**src/rtl/rv32i_pkg.sv**
```systemverilog
// Shared RV32I opcodes, one-hot instruction class bit positions and loader FSM states.
// Used by the field packer and the opcode type decoder.
package rv32i_pkg;

  localparam logic [6:0] OPC_LUI    = 7'b0110111;
  localparam logic [6:0] OPC_AUIPC  = 7'b0010111;
  localparam logic [6:0] OPC_JAL    = 7'b1101111;
  localparam logic [6:0] OPC_JALR   = 7'b1100111;
  localparam logic [6:0] OPC_BRANCH = 7'b1100011;
  localparam logic [6:0] OPC_STORE  = 7'b0100011;
  localparam logic [6:0] OPC_LOAD   = 7'b0000011;
  localparam logic [6:0] OPC_OP_IMM = 7'b0010011;
  localparam logic [6:0] OPC_OP     = 7'b0110011;

  localparam int unsigned IT_LUI    = 8;
  localparam int unsigned IT_AUIPC  = 7;
  localparam int unsigned IT_JAL    = 6;
  localparam int unsigned IT_JALR   = 5;
  localparam int unsigned IT_BRANCH = 4;
  localparam int unsigned IT_STORE  = 3;
  localparam int unsigned IT_LOAD   = 2;
  localparam int unsigned IT_ITYPE  = 1;
  localparam int unsigned IT_RTYPE  = 0;

  localparam int unsigned ITYPE_W = 9;

  typedef enum logic [1:0] {
    ST_IDLE  = 2'd0,
    ST_RUN   = 2'd1,
    ST_DRAIN = 2'd2
  } state_e;

endpackage

```
**src/rtl/rv32i_field_packer.sv**
```systemverilog
// Combinational RV32I packer: one-hot class plus fields in, 32-bit word and legal flag out.
// Zero latency; no flow control of its own.
module rv32i_field_packer
  import rv32i_pkg::*;
(
  input  logic [ITYPE_W-1:0] itype,
  input  logic [4:0]         rd,
  input  logic [4:0]         rs1,
  input  logic [4:0]         rs2,
  input  logic [2:0]         funct3,
  input  logic [6:0]         funct7,
  input  logic [31:0]        imm,
  output logic [31:0]        word,
  output logic               legal
);

  logic shift_imm;

  always_comb begin
    word      = '0;
    // exactly one class bit: non-zero and clearing the lowest set bit leaves nothing
    legal     = (itype != '0) && ((itype & (itype - 9'd1)) == '0);
    shift_imm = (funct3 == 3'b001) || (funct3 == 3'b101);
    if (legal) begin
      if (itype[IT_RTYPE]) begin
        word = {funct7, rs2, rs1, funct3, rd, OPC_OP};
      end else if (itype[IT_ITYPE]) begin
        if (shift_imm) begin
          word = {funct7, imm[4:0], rs1, funct3, rd, OPC_OP_IMM};
        end else begin
          word = {imm[11:0], rs1, funct3, rd, OPC_OP_IMM};
        end
      end else if (itype[IT_LOAD]) begin
        word = {imm[11:0], rs1, funct3, rd, OPC_LOAD};
      end else if (itype[IT_JALR]) begin
        word = {imm[11:0], rs1, 3'b000, rd, OPC_JALR};
      end else if (itype[IT_STORE]) begin
        word = {imm[11:5], rs2, rs1, funct3, imm[4:0], OPC_STORE};
      end else if (itype[IT_BRANCH]) begin
        word = {imm[12], imm[10:5], rs2, rs1, funct3, imm[4:1], imm[11], OPC_BRANCH};
      end else if (itype[IT_JAL]) begin
        word = {imm[20], imm[10:1], imm[11], imm[19:12], rd, OPC_JAL};
      end else if (itype[IT_AUIPC]) begin
        word = {imm[31:12], rd, OPC_AUIPC};
      end else begin
        word = {imm[31:12], rd, OPC_LUI};
      end
    end
  end

endmodule

```
**src/rtl/rv32i_instr_encoder_loader.sv**
```systemverilog
// Encodes RV32I field beats and writes them to consecutive instruction-memory words.
// One-cycle registered write latency; in_ready is high only in RUN, one beat per cycle.
module rv32i_instr_encoder_loader
  import rv32i_pkg::*;
#(
  parameter int ADDR_WIDTH = 8
) (
  input  logic                  clk,
  input  logic                  rst,
  input  logic                  start,
  input  logic [ADDR_WIDTH-1:0] base_addr,
  input  logic                  stop,
  input  logic                  in_valid,
  output logic                  in_ready,
  input  logic [ITYPE_W-1:0]    itype,
  input  logic [4:0]            rd,
  input  logic [4:0]            rs1,
  input  logic [4:0]            rs2,
  input  logic [2:0]            funct3,
  input  logic [6:0]            funct7,
  input  logic [31:0]           imm,
  output logic                  mem_we,
  output logic [ADDR_WIDTH-1:0] mem_addr,
  output logic [31:0]           mem_wdata,
  output logic                  busy,
  output logic                  done,
  output logic                  full,
  output logic                  err,
  output logic [ADDR_WIDTH:0]   count
);

  state_e                state_q, state_d;
  logic [ADDR_WIDTH-1:0] addr_q, addr_d;
  logic [ADDR_WIDTH:0]   count_q, count_d;
  logic                  err_q, err_d;
  logic                  full_q, full_d;
  logic                  we_q, we_d;
  logic [ADDR_WIDTH-1:0] waddr_q, waddr_d;
  logic [31:0]           wdata_q, wdata_d;

  logic [31:0] packed_word;
  logic        packed_legal;
  logic        accept;
  logic        last_addr;

  rv32i_field_packer u_packer (
    .itype  (itype),
    .rd     (rd),
    .rs1    (rs1),
    .rs2    (rs2),
    .funct3 (funct3),
    .funct7 (funct7),
    .imm    (imm),
    .word   (packed_word),
    .legal  (packed_legal)
  );

  assign accept    = (state_q == ST_RUN) && in_valid;
  assign last_addr = &addr_q;

  always_ff @(posedge clk) begin
    if (rst) begin
      state_q <= ST_IDLE;
      addr_q  <= '0;
      count_q <= '0;
      err_q   <= 1'b0;
      full_q  <= 1'b0;
      we_q    <= 1'b0;
      waddr_q <= '0;
      wdata_q <= '0;
    end else begin
      state_q <= state_d;
      addr_q  <= addr_d;
      count_q <= count_d;
      err_q   <= err_d;
      full_q  <= full_d;
      we_q    <= we_d;
      waddr_q <= waddr_d;
      wdata_q <= wdata_d;
    end
  end

  always_comb begin
    state_d = state_q;
    case (state_q)
      ST_IDLE:  if (start) state_d = ST_RUN;
      ST_RUN:   if ((accept && packed_legal && last_addr) || stop) state_d = ST_DRAIN;
      ST_DRAIN: state_d = ST_IDLE;
      default:  state_d = ST_IDLE;
    endcase
  end

  // Write register, address counter and sticky flags.
  always_comb begin
    addr_d  = addr_q;
    count_d = count_q;
    err_d   = err_q;
    full_d  = full_q;
    we_d    = 1'b0;
    waddr_d = waddr_q;
    wdata_d = wdata_q;
    if ((state_q == ST_IDLE) && start) begin
      addr_d  = base_addr;
      count_d = '0;
      err_d   = 1'b0;
      full_d  = 1'b0;
    end else if (accept) begin
      if (packed_legal) begin
        we_d    = 1'b1;
        waddr_d = addr_q;
        wdata_d = packed_word;
        addr_d  = addr_q + 1'b1;
        count_d = count_q + 1'b1;
        if (last_addr) full_d = 1'b1;
      end else begin
        err_d = 1'b1;
      end
    end
  end

  always_comb begin
    in_ready = (state_q == ST_RUN);
    busy     = (state_q != ST_IDLE);
    done     = (state_q == ST_DRAIN);
  end

  // A write still in the register when reset arrives never reaches memory.
  assign mem_we    = we_q & ~rst;
  assign mem_addr  = waddr_q;
  assign mem_wdata = wdata_q;
  assign full      = full_q;
  assign err       = err_q;
  assign count     = count_q;

endmodule

```
**config.mk**
```make
export PLATFORM = sky130hd
export DESIGN_NAME = rv32i_instr_encoder_loader
export DESIGN_NICKNAME = d
export VERILOG_FILES = /design/src/rtl/rv32i_pkg.sv /design/src/rtl/rv32i_field_packer.sv /design/src/rtl/rv32i_instr_encoder_loader.sv
export SDC_FILE = /design/constraint.sdc
export NUM_CORES = 1
export LEC_CHECK = 0
export ABC_AREA = 1
export BUFFER_PORTS_ARGS = -buffer_cell sky130_fd_sc_hd__buf_2
export CORE_MARGIN = 2
export CORE_UTILIZATION = 49
export CTS_CLUSTER_DIAMETER = 30
export CTS_CLUSTER_SIZE = 10
export DETAILED_ROUTE_END_ITERATION = 10
export PLACE_DENSITY = 0.85
export SETUP_SLACK_MARGIN = 0.1
export SLEW_MARGIN = 15
export SYNTH_ARGS = -nofsm -noshare
export SYNTH_HDL_FRONTEND = slang
export SYNTH_SLANG_ARGS = --single-unit
```
**constraint.sdc**
```tcl
create_clock -name clk -period 2.4 [get_ports clk]
set_input_delay 0.48 -clock clk [delete_from_list [all_inputs] [get_ports clk]]
set_output_delay 0.48 -clock clk [all_outputs]
set_load 0.01 [all_outputs]
```
==> results.toml <==
[synth]
synth_nets = 600
syn_area_mm2 = 0.00340
synth.top_cell.area_share = 0.359
ys_seq_elements = 61
synth_area_leaders = "dfxtp_1 36%, nand2_1 20%, a21oi_1 8.1%, inv_1 5.4%, nand3_1 5.0%"
syn_inst = 519
ys_types = 34
synth_warnings = 0
synth.yosys.seq_area_share = 0.359
postSynthAreaPerCell_um2 = 6.56
synth_top_area_cell = "dfxtp_1"

[detailed_routing]
vias_per_cell = 5.19
ant_nets = 0
wl_mm = 9.75
route.detailed.drc = 0
first_iter_violations = 181
avgRoutedWirePerCell_um = 13.3
vias = 3807
first_pass_iters = 5

[global_routing]
grt_pass1_vias = 3477
gr-total-overflow = 0
grt_start_max_net_pins = 31
grt_first_pass_wirelength_mm = 15.4
antenna_found_initial = 0
grt_use_total = 0.257

[setup_path]
worstSetupEndpointType = "flop"
worstPathRequired_ns = 2.66
critical_path_peak_fanout = 30
startpoint_type = "input port"
r2r_setup_slack_ns = 0.73
reg2reg_from = "addr_q[0]"
path_class = "input port to flop"
arrival_ns = 2.07
reg2reg_depth = 9
r2r_end = "state_q[1]"
cp-startpoint = "itype[1]"

[final_layout]
fillerInstances = 664
multi_input_area_mm2 = 0.00183
nets = 730
stdcell_area_mm2 = 0.00428
drive_gt1_frac = 0.268
n_antenna_cell = 0
synthToLayoutAreaGrowth_pct = 25.7
register_area_mm2 = 0.00122

[placement]
dp_hpwl_mm = 7.36
routabilityCongestion = 0.901
portBuffers = 133
placed_area_mm2 = 0.00409

[run]
maxCapViolCount = 0

[timing]
maxSlewHeadroom = 0.682
setup_viol = 0
rsz0062_at_grt = "no"
maxSlewViolCount = 0
fmax_mhz = 552
worstMarginPinSlew_ns = 0.472
hold_viol = 0
setup_tns_ns = 0
min_period_over_period = 0.754
finalCriticalPeriod_ns = 1.81
skew_ns = 0.00665

[hold_path]
min_to = "state_q[0]"
min_path_cells = 4
hp-start = "stop"
min_path_type = "input port to flop"

[clock_network]
htreeDepth = 3
post-cts-setup-buffers = 0
cts.reportedPaths.clkPinSlew_ns = 0.07
cts-root-buf = "clkbuf_8"
cts_resized = 0
clock_sinks = 61
cts_buffer_depth = 2
cts_buffers = 9
holdBufCountCts = 0
cts_tree = "yes"
clock_latency_ns = 0.34

[power_and_ir_drop]
cellLeakagePower_uw = 0.00210
ir_worst_vdd_v = 0.000307
power_density_mw_per_mm2 = 520

[floorplan]
io_pins = 134
core-area_mm2 = 0.00676
die_area_mm2 = 0.00763
die_y_um = 87.3
initial_core_util = 0.504
die_w_um = 87.3
rows = 30

[status]
status = "completed"
[worst max path at each step]
stage | end | slack, ns | depth (start not counted)
finish | mem_wdata[26] | 0.59 | 11
global route | mem_wdata[25] | 0.39 | 11
CTS | mem_wdata[26] | 0.60 | 11
detailed placement | mem_wdata[25] | 0.25 | 11
global placement | mem_wdata[26] | 0.31 | 9
floorplan | mem_wdata[24] | 0.57 | 11
[where the power goes]
part	switching [uW]	leakage [uW]	internal [uW]
logic	168	0.00151	113
registers	13.5	0.000492	1020
clock network	401	0.0000964	505
total	582	0.00210	1640
[sequential cells by signal, summed over array words and instances, names as in the netlist]
register   count
we_q           1
addr_q         8
err            1
full           1
mem_wdata     31
state_q        2
mem_addr       8
count          9
[cell families after synthesis]
kind of cell               synth area share
DFF                                   0.359
adders and majority gates           0.00735
muxes                                0.0165
buffers and inverters                 0.103
and+or+nand+nor                       0.332
xor gates and xnor gates             0.0309
AOI/OAI and AO/OA                     0.152
[cell usage in the layout, fill, tap and decap left out, drive strengths merged, types with 7 or more instances in the layout]
cell type  instances
nand2            185
buf              141
dfxtp             61
a21oi             55
inv               50
nand3             36
nor2              33
o21ai             30
clkbuf            12
xor2               7
nand4              7
[stage by stage]
step           utilization  power, uW  std cells  setup slack [ns]  hold slack [ns]
6_report             0.633       2220        734             0.590            0.435
5_1_grt              0.633       2310        734             0.389            0.461
4_1_cts              0.633       2230        734             0.597            0.428
3_5_place_dp         0.605       1340        718             0.251            0.454
3_3_place_gp         0.605       1330        718             0.315            0.450
2_1_floorplan            -       1220        519             0.566            0.465
[layer usage]
metal	routed length (um)	GRT usage	up-vias	part of all wire
met1	4090	0.318	1713	0.42
met5	0	0	-	0
met2	4640	0.430	155	0.48
met4	113	0.0643	0	0.012
met3	906	0.0825	10	0.093
li1	-	-	1929	-
[worst max-delay path, cell delays in order]
cell     delay, ns
buf_2         0.15
nor2_2        0.23
nand2_2       0.12
nand2_1       0.08
nand3_1       0.08
nor2_2        0.17
nand3_2       0.11
buf_4         0.26
nor2_2        0.17
inv_1         0.10
o21ai_1       0.12
[cell type report]
type	instances	area share
flip-flops and latches	61	0.285
multi-input cells	385	0.428
clock buffers	12	0.0339
repair buffers	141	0.173
clock inverters	4	0.0111
well taps	80	0.0234
inverters	51	0.0450
[Yosys cell counts (all sizes together)]
| library cell | n |
|---|---|
| o211ai | 2 |
| a21oi | 55 |
| xor2 | 7 |
| clkinv | 1 |
| ha | 2 |
| a31oi | 1 |
| o21ai | 30 |
| nand4 | 7 |
| xnor2 | 5 |
| dfxtp | 61 |
| or2 | 2 |
| buf | 12 |
| clkbuf | 10 |
| inv | 50 |
| nor3 | 4 |
| nor4 | 1 |
| a22oi | 1 |
| nand2 | 185 |
| mux2 | 5 |
| nor2 | 33 |
| o22ai | 3 |
| a21o | 1 |
| nand3 | 36 |
| a211oi | 1 |
| a21boi | 4 |
Note: power is estimated with default switching activity, not from simulation.
